`src/rtl/pcie_seq_pkg.sv`:
```
// Shared types for the PCIe reset sequencer: state encoding as shown on the LED bank.
package pcie_seq_pkg;

    localparam int STATE_W = 3;

    typedef enum logic [STATE_W-1:0] {
        S_POR  = 3'd0,
        S_HOLD = 3'd1,
        S_WAIT = 3'd2,
        S_UP   = 3'd3,
        S_FAIL = 3'd4
    } seq_state_t;

endpackage

```
`src/rtl/bit_sync_2ff.sv`:
```
// Two-flop synchronizer for a single asynchronous level signal.
module bit_sync_2ff (
    input  logic clk,
    input  logic resetn,
    input  logic d,
    output logic q
);

    logic meta;

    always_ff @(posedge clk or negedge resetn) begin
        if (!resetn) begin
            meta <= 1'b0;
            q    <= 1'b0;
        end else begin
            meta <= d;
            q    <= meta;
        end
    end

endmodule

```
`src/rtl/pcie_reset_sequencer.sv`:
```
// Drives the PCIe core reset, supervises link training with bounded retries,
// and reports link status / link-loss statistics.
module pcie_reset_sequencer
    import pcie_seq_pkg::*;
#(
    parameter int POR_DELAY    = 10000000,
    parameter int RESET_PULSE  = 10000,
    parameter int LINK_TIMEOUT = 50000000,
    parameter int LINK_STABLE  = 1000,
    parameter int MAX_RETRIES  = 3,
    parameter int CNT_W        = 32
) (
    input  logic               clk,
    input  logic               resetn,
    input  logic               link_up,
    input  logic               restart,
    output logic               core_rst_n,
    output logic               link_ok,
    output logic               fail,
    output logic [1:0]         retry_cnt,
    output logic [7:0]         linkdown_cnt,
    output logic [STATE_W-1:0] state_o
);

    localparam int STABLE_W = $clog2(LINK_STABLE) + 1;

    localparam logic [CNT_W-1:0]    POR_LAST     = CNT_W'(POR_DELAY - 1);
    localparam logic [CNT_W-1:0]    PULSE_LAST   = CNT_W'(RESET_PULSE - 1);
    localparam logic [CNT_W-1:0]    TIMEOUT_LAST = CNT_W'(LINK_TIMEOUT - 1);
    localparam logic [STABLE_W-1:0] STABLE_LAST  = STABLE_W'(LINK_STABLE - 1);
    localparam logic [1:0]          RETRY_MAX    = 2'(MAX_RETRIES);

    seq_state_t          state;
    logic [CNT_W-1:0]    cnt;
    logic [CNT_W-1:0]    hold_last;
    logic [STABLE_W-1:0] stable_cnt;
    logic                link_s;

    bit_sync_2ff u_link_sync (
        .clk    (clk),
        .resetn (resetn),
        .d      (link_up),
        .q      (link_s)
    );

    // POR and HOLD share one countdown; only the terminal count differs.
    assign hold_last = (state == S_POR) ? POR_LAST : PULSE_LAST;
    assign state_o   = state;

    always_ff @(posedge clk or negedge resetn) begin
        if (!resetn) begin
            state        <= S_POR;
            cnt          <= '0;
            stable_cnt   <= '0;
            core_rst_n   <= 1'b0;
            link_ok      <= 1'b0;
            fail         <= 1'b0;
            retry_cnt    <= '0;
            linkdown_cnt <= '0;
        end else if (restart && state != S_POR) begin
            state      <= S_HOLD;
            cnt        <= '0;
            retry_cnt  <= '0;
            stable_cnt <= '0;
            core_rst_n <= 1'b0;
            link_ok    <= 1'b0;
            fail       <= 1'b0;
        end else begin
            case (state)
                S_POR, S_HOLD: begin
                    if (cnt == hold_last) begin
                        state      <= S_WAIT;
                        cnt        <= '0;
                        stable_cnt <= '0;
                        core_rst_n <= 1'b1;
                    end else begin
                        cnt <= cnt + 1'b1;
                    end
                end

                S_WAIT: begin
                    if (!link_s) begin
                        stable_cnt <= '0;
                    end else if (stable_cnt != STABLE_LAST) begin
                        stable_cnt <= stable_cnt + 1'b1;
                    end

                    // A link that becomes stable on the timeout cycle still counts as up.
                    if (link_s && stable_cnt == STABLE_LAST) begin
                        state     <= S_UP;
                        cnt       <= '0;
                        retry_cnt <= '0;
                        link_ok   <= 1'b1;
                    end else if (cnt == TIMEOUT_LAST) begin
                        cnt        <= '0;
                        core_rst_n <= 1'b0;
                        if (retry_cnt == RETRY_MAX) begin
                            state <= S_FAIL;
                            fail  <= 1'b1;
                        end else begin
                            state     <= S_HOLD;
                            retry_cnt <= retry_cnt + 1'b1;
                        end
                    end else begin
                        cnt <= cnt + 1'b1;
                    end
                end

                S_UP: begin
                    if (!link_s) begin
                        state      <= S_HOLD;
                        cnt        <= '0;
                        retry_cnt  <= '0;
                        core_rst_n <= 1'b0;
                        link_ok    <= 1'b0;
                        if (linkdown_cnt != 8'hFF) begin
                            linkdown_cnt <= linkdown_cnt + 1'b1;
                        end
                    end
                end

                S_FAIL: begin
                    state <= S_FAIL;
                end

                // Unreachable encodings recover through a fresh reset pulse.
                default: begin
                    state      <= S_HOLD;
                    cnt        <= '0;
                    stable_cnt <= '0;
                    core_rst_n <= 1'b0;
                    link_ok    <= 1'b0;
                    fail       <= 1'b0;
                end
            endcase
        end
    end

endmodule

```
`config.mk`:
```
export PLATFORM = sky130hd
export DESIGN_NAME = pcie_reset_sequencer
export DESIGN_NICKNAME = d
export VERILOG_FILES = /design/src/rtl/pcie_seq_pkg.sv /design/src/rtl/bit_sync_2ff.sv /design/src/rtl/pcie_reset_sequencer.sv
export SDC_FILE = /design/constraint.sdc
export NUM_CORES = 1
export LEC_CHECK = 0
export BUFFER_PORTS_ARGS = -buffer_cell sky130_fd_sc_hd__buf_2
export CAP_MARGIN = 30
export CORE_MARGIN = 1
export CORE_UTILIZATION = 30
export CTS_BUF_LIST = sky130_fd_sc_hd__clkbuf_4 sky130_fd_sc_hd__clkbuf_8 sky130_fd_sc_hd__clkbuf_16
export DETAILED_ROUTE_END_ITERATION = 12
export PLACE_DENSITY_LB_ADDON = 0.08
export SYNTH_ARGS = -nofsm -noshare
export SYNTH_HDL_FRONTEND = slang
export SYNTH_SLANG_ARGS = --single-unit
export TNS_END_PERCENT = 50
```
`constraint.sdc`:
```
create_clock -name clk -period 5.1 [get_ports clk]
set_clock_uncertainty 0.05 [all_clocks]
set_input_delay 0.255 -clock clk [delete_from_list [all_inputs] [get_ports clk]]
set_output_delay 0.255 -clock clk [all_outputs]
set_load 0.01 [all_outputs]
```
==> impl_metrics.prom <==
# TYPE chip_impl_metric gauge
chip_impl_info{name="critical-path-slowest-cell",value="or4_1"} 1
chip_impl_metric{name="timing.reg2reg.setup_slack",unit="ps"} 1890
chip_impl_metric{name="grt_util_met3",unit=""} 0.0454
chip_impl_metric{name="die_height",unit="um"} 109
chip_impl_metric{name="synthCells",unit=""} 385
chip_impl_metric{name="maxClockFrequency",unit="GHz"} 0.312
chip_impl_metric{name="maxSlewViolCount",unit=""} 0
chip_impl_metric{name="cts_inserted_buffers",unit=""} 9
chip_impl_metric{name="synth-seq-area-share",unit=""} 0.447
chip_impl_metric{name="final-hold-violation-count",unit=""} 0
chip_impl_metric{name="ioPinCount",unit=""} 20
chip_impl_metric{name="clock_latency",unit="ps"} 340
chip_impl_info{name="cp_cell_sequence",value="or3_1 > or4_1 > a2111o_1 > o2bb2ai_2 > buf_4 > and3_1 > a221o_1"} 1
chip_impl_metric{name="syn_area",unit="um^2"} 3420
chip_impl_metric{name="fin_crit_sh",unit=""} 0.629
chip_impl_metric{name="use_met2",unit=""} 0.278
chip_impl_metric{name="clk_pin_slew",unit="ps"} 60
chip_impl_metric{name="relSlewSlack",unit=""} 0.445
chip_impl_metric{name="diodes",unit=""} 0
chip_impl_info{name="critPathTopFamily",value="simple AND/OR/NAND/NOR gates"} 1
chip_impl_info{name="rsz0062_at_grt",value="false"} 1
chip_impl_metric{name="route.detailed.vias_per_inst",unit=""} 5.39
chip_impl_info{name="clock_tree.root_cell",value="clkbuf_16"} 1
chip_impl_metric{name="routed_wire_length_per_instance",unit="um"} 16.4
chip_impl_metric{name="timing.final.ws_setup",unit="ps"} 1890
chip_impl_info{name="path_class",value="reg2reg"} 1
chip_impl_info{name="cp-start-kind",value="flop"} 1
chip_impl_metric{name="floorplan.rows",unit=""} 38
chip_impl_metric{name="nets",unit=""} 412
chip_impl_metric{name="globalRouteMet1Util",unit=""} 0.220
chip_impl_metric{name="total_setup_violations_reported_at_the_end_of_the_flow",unit=""} 0
chip_impl_metric{name="port_buffers",unit=""} 19
chip_impl_metric{name="required",unit="ps"} 5270
chip_impl_metric{name="drt_wl_total",unit="mm"} 9.01
chip_impl_info{name="crit-reg2reg-launch",value="state_o[0]"} 1
chip_impl_metric{name="worst_pin_slew",unit="ps"} 832
chip_impl_info{name="ys_dominant_reg_cell",value="dfrtp_1"} 1
chip_impl_metric{name="syn_area_per_cell",unit="um^2"} 8.88
chip_impl_metric{name="floorplan.initialDensity",unit=""} 0.311
chip_impl_metric{name="vias",unit=""} 2957
chip_impl_metric{name="dp.final_hpwl",unit="mm"} 6.08
chip_impl_metric{name="drc_errors",unit=""} 0
chip_impl_metric{name="grt_first_pass_wirelength",unit="mm"} 15.3
chip_impl_metric{name="synth_fp_nets",unit=""} 393
chip_impl_metric{name="antenna_violations_before_repair",unit=""} 0
chip_impl_metric{name="post_cts.repair.setup_buffers",unit=""} 0
chip_impl_metric{name="finalSetupTns",unit="ps"} 0
chip_impl_metric{name="worst-r2r-cell-count",unit=""} 7
chip_impl_info{name="regToRegEndpoint",value="cnt[4]"} 1
chip_impl_metric{name="global_route.usage.total",unit=""} 0.172
chip_impl_metric{name="static-leakage-power",unit="nW"} 1.77
chip_impl_metric{name="power.density_cell_area",unit="nW/um^2"} 410
chip_impl_metric{name="cts-root-to-sink-buffers",unit=""} 2
chip_impl_metric{name="grt.overflow.total",unit=""} 0
chip_impl_metric{name="dpl_worst_slack",unit="ps"} 1900
chip_impl_info{name="busiest_layer",value="met2"} 1
chip_impl_metric{name="gp_routability_congestion",unit=""} 0.795
chip_impl_metric{name="worst-path-max-fanout",unit=""} 31
chip_impl_metric{name="post_synth_num_cell_types",unit=""} 58
chip_impl_metric{name="regArea",unit="um^2"} 1530
chip_impl_metric{name="critical_path.n_buffers_inverters",unit=""} 1
chip_impl_metric{name="final_layout_size_suffix_gt1_frac",unit=""} 0.117
chip_impl_metric{name="post_dp_cell_area",unit="um^2"} 3650
chip_impl_metric{name="postRouteAntennaNets",unit=""} 0
chip_impl_metric{name="synth_async_sr_flop_share",unit=""} 1.00
chip_impl_metric{name="final_period_minus_worst_setup_slack",unit="ps"} 3210
chip_impl_metric{name="maxCapViolations",unit=""} 0
chip_impl_metric{name="die_area",unit="um^2"} 11800
chip_impl_info{name="cp-end-kind",value="flop"} 1
chip_impl_info{name="cts_tree",value="yes"} 1
chip_impl_metric{name="synth.yosys.warnings",unit=""} 0
chip_impl_metric{name="ir_worst_vdd",unit="mV"} 0.283
chip_impl_metric{name="htreeDepth",unit=""} 3
chip_impl_metric{name="area_of_the_multi_input_gates",unit="um^2"} 1780
chip_impl_metric{name="grt_pass1_vias",unit=""} 2969
chip_impl_metric{name="layout.filler_cells",unit=""} 1139
chip_impl_metric{name="drt_iter0_drc",unit=""} 220
chip_impl_info{name="outcome",value="finished, final reports clean"} 1
chip_impl_metric{name="floorplan.die.width",unit="um"} 109
chip_impl_info{name="hold_path_class",value="in2async"} 1
chip_impl_metric{name="synth-seq-cells",unit=""} 61
chip_impl_metric{name="synth_edf_count",unit=""} 0
chip_impl_metric{name="grt_max_degree",unit=""} 62
chip_impl_metric{name="tritoncts_num_sinks",unit=""} 61
chip_impl_metric{name="slowest_delay",unit="ps"} 540
chip_impl_metric{name="design_power_total",unit="mW"} 1.63
chip_impl_metric{name="layout.cell_area.non_filler",unit="um^2"} 3970
chip_impl_metric{name="detail_route.first_pass.iterations",unit=""} 4
chip_impl_metric{name="area_delta_synth_final",unit="%"} 16.2
chip_impl_metric{name="wp_data_arrival",unit="ps"} 3380
chip_impl_metric{name="core-area",unit="um^2"} 11000
-- state kept, by name (all words and copies together) (netlist names) --
| register | flops |
|---|---|
| state_o | 3 |
| fail | 1 |
| core_rst_n | 1 |
| u_link_sync.q | 1 |
| stable_cnt | 11 |
| linkdown_cnt | 8 |
| link_ok | 1 |
| retry_cnt | 2 |
| cnt | 32 |
| u_link_sync.meta | 1 |
-- routing by layer --
layer / up-vias / wire, um
met3: 8 / 332
met5: - / 0
met1: 1436 / 4360
met2: 46 / 4190
li1: 1467 / -
met4: 0 / 128
-- where the power goes --
part | total (mW) | switching (mW) | internal [mW]
clock network | 0.657 | 0.233 | 0.425
registers | 0.593 | 0.0654 | 0.528
logic | 0.378 | 0.232 | 0.146
total | 1.63 | 0.530 | 1.10
-- cells by family (layout without fill, tap and decap cells) --
kind of cell               count (synthesis)  count (layout)  share of synthesized area
DFF                                       61              61                      0.447
AOI/OAI and AO/OA                         87              87                      0.172
adders and majority gates                  4               4                     0.0146
and+or+nand+nor                          185             185                      0.276
xor gates and xnor gates                  16              16                     0.0410
buffers and inverters                     27              51                     0.0344
muxes                                      5               5                     0.0157
-- cell usage in the layout (no fill, tap or decap), drive strengths merged, types with 2 or more instances in the layout --
master | Yosys | layout
a21o | 5 | 5
a21oi | 13 | 13
a221o | 3 | 3
a22o | 5 | 5
a31oi | 11 | 11
a41oi | 3 | 3
and3 | 15 | 15
and4 | 2 | 2
buf | 3 | 24
bufinv | 0 | 2
clkbuf | 14 | 9
clkinv | 0 | 3
clkinvlp | 0 | 2
dfrtp | 61 | 61
ha | 4 | 4
inv | 10 | 10
mux2 | 3 | 3
mux2i | 2 | 2
nand2 | 52 | 52
nand3 | 27 | 27
nand3b | 4 | 4
nand4 | 12 | 12
nand4b | 3 | 3
nor2 | 34 | 34
nor2b | 4 | 4
nor3 | 8 | 8
nor4 | 8 | 8
nor4b | 2 | 2
o211ai | 2 | 2
o21ai | 25 | 25
o2bb2ai | 2 | 2
o311ai | 2 | 2
o31ai | 3 | 3
or3 | 4 | 4
or4 | 3 | 3
xnor2 | 8 | 8
xor2 | 8 | 8
-- final cells by class --
type / count / area share
Tap cell: 140 / 0.0441
Multi-Input combinational cell: 297 / 0.448
Inverter: 10 / 0.00945
Clock buffer: 9 / 0.0567
Sequential cell: 61 / 0.384
Clock inverter: 7 / 0.0227
Timing Repair Buffer: 25 / 0.0350
-- metrics by stage --
step / utilization / hold WS (ps) / std cells
after global routing: 0.362 / 147 / 549
after CTS: 0.362 / 99.3 / 549
after floorplan: - / -90.6 / 385
after global placement: 0.331 / 286 / 530
after detailed placement: 0.332 / 286 / 532
final: 0.362 / 37.3 / 549
-- synth_stat cells, types with 3 or more instances --
cell	n	share of area
a21o_1	5	0.011
a21oi_1	13	0.019
a221o_1	3	0.0088
a22o_1	5	0.013
a31oi_1	11	0.020
a41oi_1	3	0.0077
and3_1	15	0.027
clkbuf_1	14	0.015
dfrtp_1	61	0.45
ha_1	4	0.015
inv_1	10	0.011
mux2_2	3	0.0099
nand2_1	52	0.057
nand3_1	27	0.040
nand3b_1	4	0.0088
nand4_1	12	0.022
nand4b_1	3	0.0077
nor2_1	33	0.036
nor2b_1	4	0.0073
nor3_1	8	0.012
nor4_1	8	0.015
o21ai_0	25	0.037
o31ai_1	3	0.0066
or3_1	4	0.0073
or4_1	3	0.0066
xnor2_1	8	0.020
xor2_1	8	0.020
-- worst max path at each step --
| stage | startpoint | endpoint | slack [ps] | depth (start not counted) |
|---|---|---|---|---|
| finish | state_o[0] | cnt[4] | 1890 | 7 |
| global route | state_o[0] | cnt[4] | 1710 | 7 |
| CTS | state_o[0] | cnt[4] | 1890 | 7 |
| detailed placement | state_o[0] | cnt[4] | 1900 | 7 |
| global placement | state_o[0] | cnt[4] | 1960 | 7 |
| floorplan | state_o[2] | cnt[4] | 2390 | 7 |
-- timing repair --
item / CTS / global route
resized for setup: 0 / 0
hold buffers: 1 / 0
endpoints found under the setup margin: 0 / 0
hold endpoints to repair: 1 / 0
No activity file was read; power rests on OpenSTA's default activity.
